**config.mk**
```make
export PLATFORM = sky130hd
export DESIGN_NAME = zip_data_source
export DESIGN_NICKNAME = d
export VERILOG_FILES = /design/src/rtl/zip_data_source.sv
export SDC_FILE = /design/constraint.sdc
export NUM_CORES = 1
export LEC_CHECK = 0
export BUFFER_PORTS_ARGS = -buffer_cell sky130_fd_sc_hd__buf_2
export CAP_MARGIN = 40
export CORE_ASPECT_RATIO = 1.75
export CORE_MARGIN = 2
export CORE_UTILIZATION = 65
export CTS_CLUSTER_DIAMETER = 200
export DETAILED_ROUTE_END_ITERATION = 16
export GPL_TIMING_DRIVEN = 0
export PLACE_DENSITY = 0.81
export RECOVER_POWER = 25
export SKIP_LAST_GASP = 1
export SYNTH_ARGS = -nofsm -noshare
export SYNTH_HDL_FRONTEND = slang
export SYNTH_SLANG_ARGS = --single-unit
```
**constraint.sdc**
```tcl
create_clock -name clk -period 15.6 [get_ports clk]
set_input_delay 4.68 -clock clk [delete_from_list [all_inputs] [get_ports clk]]
set_output_delay 4.68 -clock clk [all_outputs]
set_load 0.1 [all_outputs]
```
**src/rtl/zip_data_source.sv**
```systemverilog
// Producer side of the zip_data/rd_req link: packs a single-lane word stream into
// even/odd pairs, buffers them in a show-ahead FIFO, and flags complete frames via run.
module zip_data_source #(
  parameter int          DATA_W   = 16,
  parameter int          OPER_W   = 4,
  parameter int          DEPTH    = 8,
  parameter int unsigned PAD_OPER = 0
) (
  input  logic                       clk,
  input  logic                       nReset,
  input  logic [DATA_W-1:0]          in_data,
  input  logic [OPER_W-1:0]          in_oper,
  input  logic                       in_valid,
  input  logic                       in_last,
  output logic                       in_ready,
  output logic [OPER_W+DATA_W-1:0]   zip_data_even,
  output logic [OPER_W+DATA_W-1:0]   zip_data_odd,
  input  logic                       rd_req,
  output logic                       run,
  output logic [$clog2(DEPTH):0]     level,
  output logic                       underflow_err
);
  // state     | meaning
  // EVEN_SLOT | next accepted word opens a new pair
  // ODD_SLOT  | even word sits in hold, next word completes the pair

  localparam int W  = OPER_W + DATA_W;
  localparam int AW = $clog2(DEPTH);
  localparam logic [AW:0] DEPTH_L = (AW+1)'(DEPTH);

  typedef enum logic {EVEN_SLOT, ODD_SLOT} slot_t;

  slot_t          state, state_nxt;
  logic [W-1:0]   in_word, hold, push_even, push_odd;
  logic           accept, push, push_last, pop, pop_last;
  logic [AW-1:0]  wr_ptr, rd_ptr;
  logic [AW:0]    frame_cnt;

  logic [W-1:0]   mem_even [DEPTH];
  logic [W-1:0]   mem_odd  [DEPTH];
  logic           mem_last [DEPTH];

  assign in_ready = nReset & (level < DEPTH_L);
  assign accept   = in_valid & in_ready;
  assign in_word  = {in_oper, in_data};
  assign pop      = rd_req & (level != '0);
  assign pop_last = pop & mem_last[rd_ptr];

  always_comb begin
    state_nxt = state;
    push      = 1'b0;
    push_last = 1'b0;
    push_even = in_word;
    push_odd  = {OPER_W'(PAD_OPER), DATA_W'(0)};
    if (accept) begin
      case (state)
        EVEN_SLOT: begin
          if (in_last) begin
            push      = 1'b1;
            push_last = 1'b1;
          end else begin
            state_nxt = ODD_SLOT;
          end
        end
        ODD_SLOT: begin
          push      = 1'b1;
          push_last = in_last;
          push_even = hold;
          push_odd  = in_word;
          state_nxt = EVEN_SLOT;
        end
        default: state_nxt = EVEN_SLOT;
      endcase
    end
  end

  always_ff @(posedge clk or negedge nReset) begin
    if (!nReset) begin
      state         <= EVEN_SLOT;
      hold          <= '0;
      wr_ptr        <= '0;
      rd_ptr        <= '0;
      level         <= '0;
      frame_cnt     <= '0;
      underflow_err <= 1'b0;
    end else begin
      state <= state_nxt;
      if (accept && state == EVEN_SLOT && !in_last) hold <= in_word;
      if (push) wr_ptr <= wr_ptr + AW'(1);
      if (pop)  rd_ptr <= rd_ptr + AW'(1);
      case ({push, pop})
        2'b10:   level <= level + (AW+1)'(1);
        2'b01:   level <= level - (AW+1)'(1);
        default: level <= level;
      endcase
      case ({push_last, pop_last})
        2'b10:   frame_cnt <= frame_cnt + (AW+1)'(1);
        2'b01:   frame_cnt <= frame_cnt - (AW+1)'(1);
        default: frame_cnt <= frame_cnt;
      endcase
      // a push into an empty FIFO cannot satisfy a same-cycle rd_req
      if (rd_req && level == '0) underflow_err <= 1'b1;
    end
  end

  always_ff @(posedge clk) begin
    if (push) begin
      mem_even[wr_ptr] <= push_even;
      mem_odd[wr_ptr]  <= push_odd;
      mem_last[wr_ptr] <= push_last;
    end
  end

  assign zip_data_even = (level != '0) ? mem_even[rd_ptr] : '0;
  assign zip_data_odd  = (level != '0) ? mem_odd[rd_ptr]  : '0;
  assign run           = (frame_cnt != '0);

endmodule

```
==> results.md, run 1 <==
* Status: finished clean
* Synth Cell Area at 0.0146 mm2
* FMAX at 94.6 MHz
* Die Area at 0.0237 mm2
* TritonCTS clock tree: yes
* Yosys warning count at 0
* Post-Synth Adder-Cell Area at 0.823%
* Final Net Count at 875
* Die outline height at 202 um
* Primary FF master, synth: edfxtp_1
* Synth unique cells at 38
* Crit. End Element: output port
* Post-synthesis xor/xnor area fraction at 0.660%
* CP arrival at 5.89 ns
* Max-cap violation count at 0
* Worst Tran Pin Value at 1.42 ns
* CTS Hold Bufs at 0
* Multi-input logic area at 0.00361 mm2
* Vias in the first global route at 7941
* WL final at 31300 um
* Crit-path max FO at 15
* DR vias at 7416
* Number of synthesized flops with an enable pin at 328
* Slew Limit Headroom at 5.34%
* IO Count at 72
* I/O Buffers at 71
* Flop and latch count out of synthesis at 364
* Cell Rows at 72
* Global-route usage over all layers at 26.8%
* Mux contribution to synthesized area at 19.3%
* Largest family of logic cells by synthesized area: multiplexers
* Synth-to-layout area growth at 14.6%
* Clock slew at reported path FFs at 0.06 ns
* Core area at 0.0221 mm2
* Worst Path Required at 10.92 ns
* Share of cells above drive strength 1 at 34.2%
* Post-CTS setup buffers at 0
* Post-synthesis simple-gate area fraction at 3.32%
* Setup Viol. Count Final at 0
* Minimum clock period at 10.57 ns
* Routed vias/inst at 6.38
* Iteration-0 DRC Markers at 922
* Critical path startpoint category: input pin
* Ys async rst share at 9.89%
* Clock sink count at 364
* CTS H-Tree Depth at 1
* Die Wd at 117 um
* Starting Density at 66.2%
* Setup Skew at 0.00713 ns
* Final HPWL DP at 20500 um
* Max Slew Vio Count at 0
* Synth Area in Compound Gates at 0.514%
* First-pass GRT wire length at 46900 um
* Clock buffer depth at 3
* DR WL/cell at 26.9 um
* Largest net degree at the start of global routing at 25
* Clk Latency, worst-skew pair at 0.56 ns
* Fin. Hold Viols at 0
* Root Buffer: clkbuf_16
* Final worst path period share at 67.8%
* Num CTS Buffers at 31
* Syn Inst Count at 702
* RSZ-0062 raised after global routing: no
* Min-delay worst type: reg2reg
* GP Congestion at 0.812
* Syn nets at 736
* Avg Inst Size Synth at 20.8 um2
* Routed Antenna Nets at 0
* Setup Total Neg Slack at 0 ns
* Fillers at 1175
* Initial antenna violation count at 1
* First drt pass iteration count at 5
* GRT overflow at 0
* CTS resizes at 0
* Register area at 0.0108 mm2
* Remaining DRCs at 0
* Crit Path Class: in2out
* Seq/Total Area, Yosys at 73.6%
## worst paths after layout
check | from | to | slack, ns | cells after the start
worst max-delay path | nReset | in_ready | 5.03 | 3
worst min-delay path | underflow_err$_DFFE_PN0P_ | underflow_err$_DFFE_PN0P_ | 0.49 | 1
worst max register to register | rd_ptr[1]$_DFFE_PN0P_ | frame_cnt[3]$_DFFE_PN0P_ | 12.09 | 11
worst min register to register | underflow_err$_DFFE_PN0P_ | underflow_err$_DFFE_PN0P_ | 0.49 | 1
min in group asynchronous | nReset | wr_ptr[2]$_DFFE_PN0P_ | 4.17 | 1
max in group asynchronous | nReset | underflow_err$_DFFE_PN0P_ | 9.67 | 2
## through the flow
step,cells,setup WS [ns],hold slack (ns),instance area (um2),utilization [%]
floorplan,702,4.91,0.469,14600,-
global placement,1069,1.26,0.456,15300,69.5
detailed placement,1102,5.31,0.471,15800,71.4
CTS,1159,5.31,0.487,16800,76.1
global route,1161,4.90,0.489,16700,75.8
finish,1162,5.03,0.487,16700,75.8
## state kept, by name, indices dropped and copies added, names as in the netlist
signal,count
frame_cnt,4
hold,20
level,4
mem_even,160
mem_last,8
mem_odd,160
rd_ptr,3
state,1
underflow_err,1
wr_ptr,3
## layout by cell type (no fill, tap or decap), types with 11 or more instances in the layout
| cell type | netlist | final |
|---|---|---|
| clkbuf_1 | 11 | 23 |
| mux4_2 | 82 | 82 |
| dfrtp_1 | 36 | 36 |
| buf_2 | 15 | 83 |
| mux2_2 | 22 | 21 |
| edfxtp_1 | 328 | 328 |
| nor2_1 | 48 | 45 |
| buf_4 | 1 | 12 |
| mux2i_1 | 43 | 43 |
| buf_6 | 9 | 21 |
| and3_1 | 20 | 20 |
| mux2_1 | 0 | 11 |
| clkbuf_16 | 0 | 31 |
## per-layer routing
| layer | track usage, % | share of wire, % |
|---|---|---|
| met4 | 9.34 | 3.0 |
| met5 | 0 | 0.042 |
| met2 | 48.1 | 54 |
| met3 | 3.81 | 6.7 |
| met1 | 33.6 | 36 |
## logic make-up after synthesis
kind of cell             after synthesis
AO/OA/AOI/OAI                         10
XOR/XNOR                              11
adder cells (fa/ha/maj)                9
buffers and inverters                 43
flip-flops                           364
multiplexers                         167
AND/OR/NAND/NOR                       98
## synthesized netlist by cell type, types with 2 or more instances
cell type / instances / area, um2
nor4_1: 2 / 12.5
buf_2: 15 / 75.1
a21o_1: 2 / 15.0
xor2_1: 5 / 43.8
ha_1: 8 / 100
a41oi_1: 2 / 17.5
dfrtp_1: 36 / 901
nor4b_1: 2 / 17.5
edfxtp_1: 328 / 9850
clkbuf_1: 11 / 41.3
buf_6: 9 / 101
inv_1: 6 / 22.5
mux2_2: 22 / 248
and3_1: 20 / 125
a21oi_1: 2 / 10.0
nor2b_1: 2 / 12.5
xnor2_1: 6 / 52.6
mux2i_1: 43 / 430
nand2b_1: 3 / 18.8
nor2_1: 48 / 180
mux2_4: 20 / 300
nor3_1: 5 / 25.0
nand2_1: 9 / 33.8
mux4_2: 82 / 1850
## layout make-up
cell class                 instances  area share [%]
inverter                           7           0.157
multi-input combinational        295            21.6
tap                              296            2.21
antenna                            1          0.0150
sequential                       364            64.2
clock inverter                    13           0.725
buffer                            36            1.23
timing repair buffer             106            4.37
clock buffer                      44            5.47
## worst max-delay path, stage by stage
cell	delay, ns
clkbuf_1	0.57
nor2b_1	0.21
buf_2	0.43
Power of run 1 is left out: the tool's default activity adds up to more than one toggle a clock period on the data nets, which glitch-free logic cannot reach.
==> run 2: changes to the inputs <==
--- a/config.mk
+++ b/config.mk
@@ -9,11 +9,11 @@
 export CAP_MARGIN = 40
 export CORE_ASPECT_RATIO = 1.75
 export CORE_MARGIN = 2
-export CORE_UTILIZATION = 65
+export CORE_UTILIZATION = 55
 export CTS_CLUSTER_DIAMETER = 200
 export DETAILED_ROUTE_END_ITERATION = 16
 export GPL_TIMING_DRIVEN = 0
-export PLACE_DENSITY = 0.81
+export PLACE_DENSITY = 0.73
 export RECOVER_POWER = 25
 export SKIP_LAST_GASP = 1
 export SYNTH_ARGS = -nofsm -noshare
==> constraint.sdc (replaced) <==
create_clock -name clk -period 9.7 [get_ports clk]
set_input_delay 2.91 -clock clk [delete_from_list [all_inputs] [get_ports clk]]
set_output_delay 2.91 -clock clk [all_outputs]
set_load 0.1 [all_outputs]
==> run 2 against run 1 <==
Non-clock buffer count shrank 2. Clock skew grew 0.010 ns. Flip-flop and latch count is the same. Highest routed layer unchanged. Die area grew 18%. First-iteration DRC count shrank 26%. Wire length grew 1.3%. Register-to-register slack lost 6.0 ns. Critical path type unchanged. Clock-buffer cell count shrank 12. Largest cell class unchanged. Setup slack lost 2.1 ns.
==> results.md, run 2 (synthesis gave the netlist of run 1 again) <==
* Status: finished clean
* Worst path depth at 4
* DR vias at 7329
* RSZ-0062 raised after global routing: no
* Dpl cells at 1125
* Hold path endpoint: underflow_err$_DFFE_PN0P_
* Clock buffer depth at 3
* Worst path bufs/invs at 3
* Starting Density at 56.0%
* Largest registers: mem_even x160, mem_odd x160, hold x20
* Critical path startpoint category: input pin
* Initial antenna violation count at 4
* Slew Limit Headroom at 42.2%
* GRT overflow at 0
* GP Congestion at 0.805
* Synth-to-layout area growth at 15.0%
* Die outline height at 220 um
* DR WL/cell at 26.8 um
* Commonest non-fill, non-tap cell in the layout: edfxtp_1
* Minimum clock period at 6.79 ns
* Remaining DRCs at 0
* Min-delay src: underflow_err$_DFFE_PN0P_
* Crit. End Element: output port
* CP arrival at 3.88 ns
* Vias in the first global route at 7784
* Post-CTS setup buffers at 0
* First-pass GRT wire length at 47400 um
* CTS H-Tree Depth at 1
* Fin. Hold Viols at 0
* Max Slew Vio Count at 0
* Routed vias/inst at 6.20
* Dpl ws at 2.51 ns
* Reg2Reg Depth at 11
* FMAX at 147 MHz
* Min-delay worst type: reg2reg
* Routed Antenna Nets at 0
* Worst Tran Pin Value at 0.862 ns
* Setup Viol. Count Final at 0
* Post-route cell area at 0.0168 mm2
* Root Buffer: clkbuf_16
* Final worst slack at 2.91 ns
* Final HPWL DP at 21200 um
* R2R Setup Slk at 6.05 ns
* Worst Path Required at 6.79 ns
* Setup Skew at 0.0174 ns
* Final Net Count at 872
* CP max stage cell: buf_2
* I/O Buffers at 71
* Clock sink count at 364
* Setup crit start: nReset
* Max-cap violation count at 0
* Most frequent cells in the layout: 328 x edfxtp_1, 82 x buf_2, 82 x mux4_2
* Iteration-0 DRC Markers at 686
* Share of cells above drive strength 1 at 34.5%
* Core area at 0.0261 mm2
* CTS Hold Bufs at 0
* IO Count at 72
* Post-route non-filler standard cell count at 1183
* Critical-path cell list: clkbuf_1 > buf_12 > nor2b_1 > buf_2
* Cell Rows at 78
* Global-route usage over all layers at 23.4%
* Largest net degree at the start of global routing at 39
* TritonCTS clock tree: yes
* WL final at 31700 um
* Post-placement cell area at 0.0158 mm2
* Top delay family on crit path: buffers and inverters
* Hold Path Cell Cnt at 1
* Num CTS Buffers at 30
* CP max stage delay at 0.43 ns
* Reg2reg end: frame_cnt[3]$_DFFE_PN0P_
* Crit-path max FO at 38
* Crit Path Class: in2out
* Die Wd at 127 um
* First drt pass iteration count at 5
* Clk Latency, worst-skew pair at 0.56 ns
* CTS resizes at 0
* Die Area at 0.0279 mm2
* Clock slew at reported path FFs at 0.07 ns
* FF-to-FF Start: rd_ptr[1]$_DFFE_PN0P_
* Final worst path period share at 70.0%
[run 2: cell types whose count changed in the layout (fill, tap and decap cells not counted), moves of 3 or more]
cell        previous run  this run
clkbuf_1              23        19
clkinv_1               3         9
clkbuf_8               9         0
mux2_4                10        15
buf_6                 21        15
buf_4                 12        18
mux2_1                11         5
clkinvlp_4             2         5
bufinv_16              2         6
[run 2: layout make-up]
cell class / count / area, um2
fillers: 1673 / 9270
clock inverters: 24 / 273
repair buffers: 104 / 721
clock buffers: 32 / 779
inverters: 7 / 26.3
plain buffers: 36 / 206
multi-input cells: 295 / 3630
flip-flops and latches: 364 / 10800
diodes: 1 / 2.50
well taps: 320 / 400
[run 2: worst max-delay path by stage]
stage	endpoint
2_1_floorplan	mem_even[0][0]$_DFFE_PP_
3_3_place_gp	mem_even[0][1]$_DFFE_PP_
3_5_place_dp	in_ready
4_1_cts	in_ready
5_1_grt	in_ready
6_report	in_ready
[run 2: routing by layer]
layer	vias up	GRT usage (%)	part of all wire [%]
met5	-	0	0.11
met4	6	9.52	3.8
met3	77	3.57	5.4
met2	284	43.0	55
met1	3851	27.4	35
li1	3111	-	-
[run 2: metrics by stage]
stage / hold slack, ns / TNS, ns / utilization, %
after floorplan: 0.469 / 0 / -
after global placement: 0.436 / -291.47 / 58.9
after detailed placement: 0.450 / 0 / 60.5
after CTS: 0.469 / 0 / 64.5
after global routing: 0.491 / 0 / 64.4
final: 0.464 / 0 / 64.4
Power of run 2 is left out for the same reason.
==> run 3: changes to the inputs <==
==> constraint.sdc (replaced) <==
create_clock -name clk -period 5.9 [get_ports clk]
set_input_delay 1.77 -clock clk [delete_from_list [all_inputs] [get_ports clk]]
set_output_delay 1.77 -clock clk [all_outputs]
set_load 0.1 [all_outputs]
==> run 3 against run 2 <==
Via count shrank 1.4%. Final cell count decreased by 0.34%. The run now ends with max-capacitance violations left. Register-to-register slack lost 4.0 ns. Clock-buffer cell count did not move. Critical path depth unchanged. First-iteration DRC count fell by 0.87%. Wire length shrank 2.6%. Setup slack worse by 2.2 ns.
==> results.md, run 3 (synthesis gave the netlist of run 1 again) <==
* Status: finished with violations
* Failing checks: max-capacitance violations
* Routed Antenna Nets at 0
* Most frequent cells in the layout: 328 x edfxtp_1, 82 x mux4_2, 77 x buf_2
* R2R Setup Slk at 2.04 ns
* DR vias at 7228
* Cell Rows at 78
* Die Area at 0.0279 mm2
* Critical path startpoint category: register
* Final HPWL DP at 20400 um
* Worst Path Required at 4.13 ns
* Share of cells above drive strength 1 at 33.4%
* CP arrival at 3.42 ns
* IO Count at 72
* CTS H-Tree Depth at 1
* Routed vias/inst at 6.13
* Global-route usage over all layers at 22.8%
* CTS resizes at 0
* Die outline height at 220 um
* Worst Tran Pin Value at 1.46 ns
* Setup Viol. Count Final at 0
* Clk Latency, worst-skew pair at 0.56 ns
* First drt pass iteration count at 5
* Max-cap violation count at 1
* Remaining DRCs at 0
* I/O Buffers at 71
* Largest net degree at the start of global routing at 39
* Minimum clock period at 5.19 ns
* Crit Path Class: reg2out
* Clock sink count at 364
* Hold slack at 0.466 ns
* Crit-path max FO at 10
* RSZ-0062 raised after global routing: no
* Iteration-0 DRC Markers at 680
* GP Congestion at 0.778
* Root Buffer: clkbuf_16
* Initial antenna violation count at 3
* Setup Skew at 0.0102 ns
* Starting Density at 56.0%
* Final worst path period share at 88.0%
* Fin. Hold Viols at 0
* Die Wd at 127 um
* TritonCTS clock tree: yes
* Final Net Count at 868
* First-pass GRT wire length at 46600 um
* DR WL/cell at 26.2 um
* Num CTS Buffers at 30
* Vias in the first global route at 7623
* Slew Limit Headroom at 1.64%
* Largest registers: mem_even x160, mem_odd x160, hold x20
* Clock buffer depth at 3
* Crit. End Element: output port
* FMAX at 193 MHz
* Clock slew at reported path FFs at 0.06 ns
* GRT overflow at 0
* Core area at 0.0261 mm2
* Commonest non-fill, non-tap cell in the layout: edfxtp_1
* Max Slew Vio Count at 0
* WL final at 30800 um
* CTS Hold Bufs at 0
* Min-delay worst type: reg2reg
* Synth-to-layout area growth at 14.3%
* Fillers at 1669
* Post-CTS setup buffers at 0
==> run 3: cell count changes in the layout (fill, tap and decap cells not counted), moves of 2 or more <==
cell       delta
mux2_4        -4
buf_16        -2
mux2_1        +4
clkbuf_1      +4
buf_4         -3
nor4_2        -2
clkinv_4      +4
buf_6         +2
clkinv_2      -3
clkinv_1      -3
bufinv_16     -2
inv_6         +3
buf_2         -5
==> run 3: through the flow <==
step	utilization (%)	setup TNS (ns)	setup slack (ns)	std cells	cell area, um2
after floorplan	-	0	0.0937	702	14600
after global placement	59.0	-908.03	-3.87	1093	15400
after detailed placement	60.3	0	0.845	1122	15700
after CTS	64.3	0	1.02	1178	16800
after global routing	64.0	0	0.625	1178	16700
final	64.1	0	0.709	1179	16700
==> run 3: worst max-delay path, cell delays in order (launching register included) <==
cell and delay (ns):
dfrtp_1 0.47, nor4_1 1.22, clkbuf_1 0.65, nor2_1 0.18, buf_2 0.34
==> run 3: final timing paths <==
kind / startpoint / to / cells past startpoint
setup / recovery: level[0]$_DFFE_PN0P_ / zip_data_even[12] / 4
hold / removal: underflow_err$_DFFE_PN0P_ / underflow_err$_DFFE_PN0P_ / 1
hold reg to reg: underflow_err$_DFFE_PN0P_ / underflow_err$_DFFE_PN0P_ / 1
max in group asynchronous: nReset / rd_ptr[2]$_DFFE_PN0P_ / 1
min in group asynchronous: nReset / frame_cnt[3]$_DFFE_PN0P_ / 1
setup reg to reg: level[0]$_DFFE_PN0P_ / frame_cnt[3]$_DFFE_PN0P_ / 9
==> run 3: final cells by class <==
type	instances	area, um2	share of cell area (%)
Sequential cell	364	10800	64.4
Inverter	7	26.3	0.157
Clock buffer	32	779	4.67
Tap cell	320	400	2.40
Buffer	36	206	1.24
Timing Repair Buffer	100	656	3.93
Clock inverter	24	255	1.53
Antenna cell	1	2.50	0.0150
Multi-Input combinational cell	295	3610	21.7
==> run 3: per-layer routing <==
metal	vias to the layer above	track usage [%]	share of wire [%]
li1	3094	-	-
met1	3819	28.8	38
met4	4	7.51	2.7
met2	263	40.6	54
met5	-	0	0.078
met3	48	3.57	5.5
Power of run 3 is left out for the same reason.
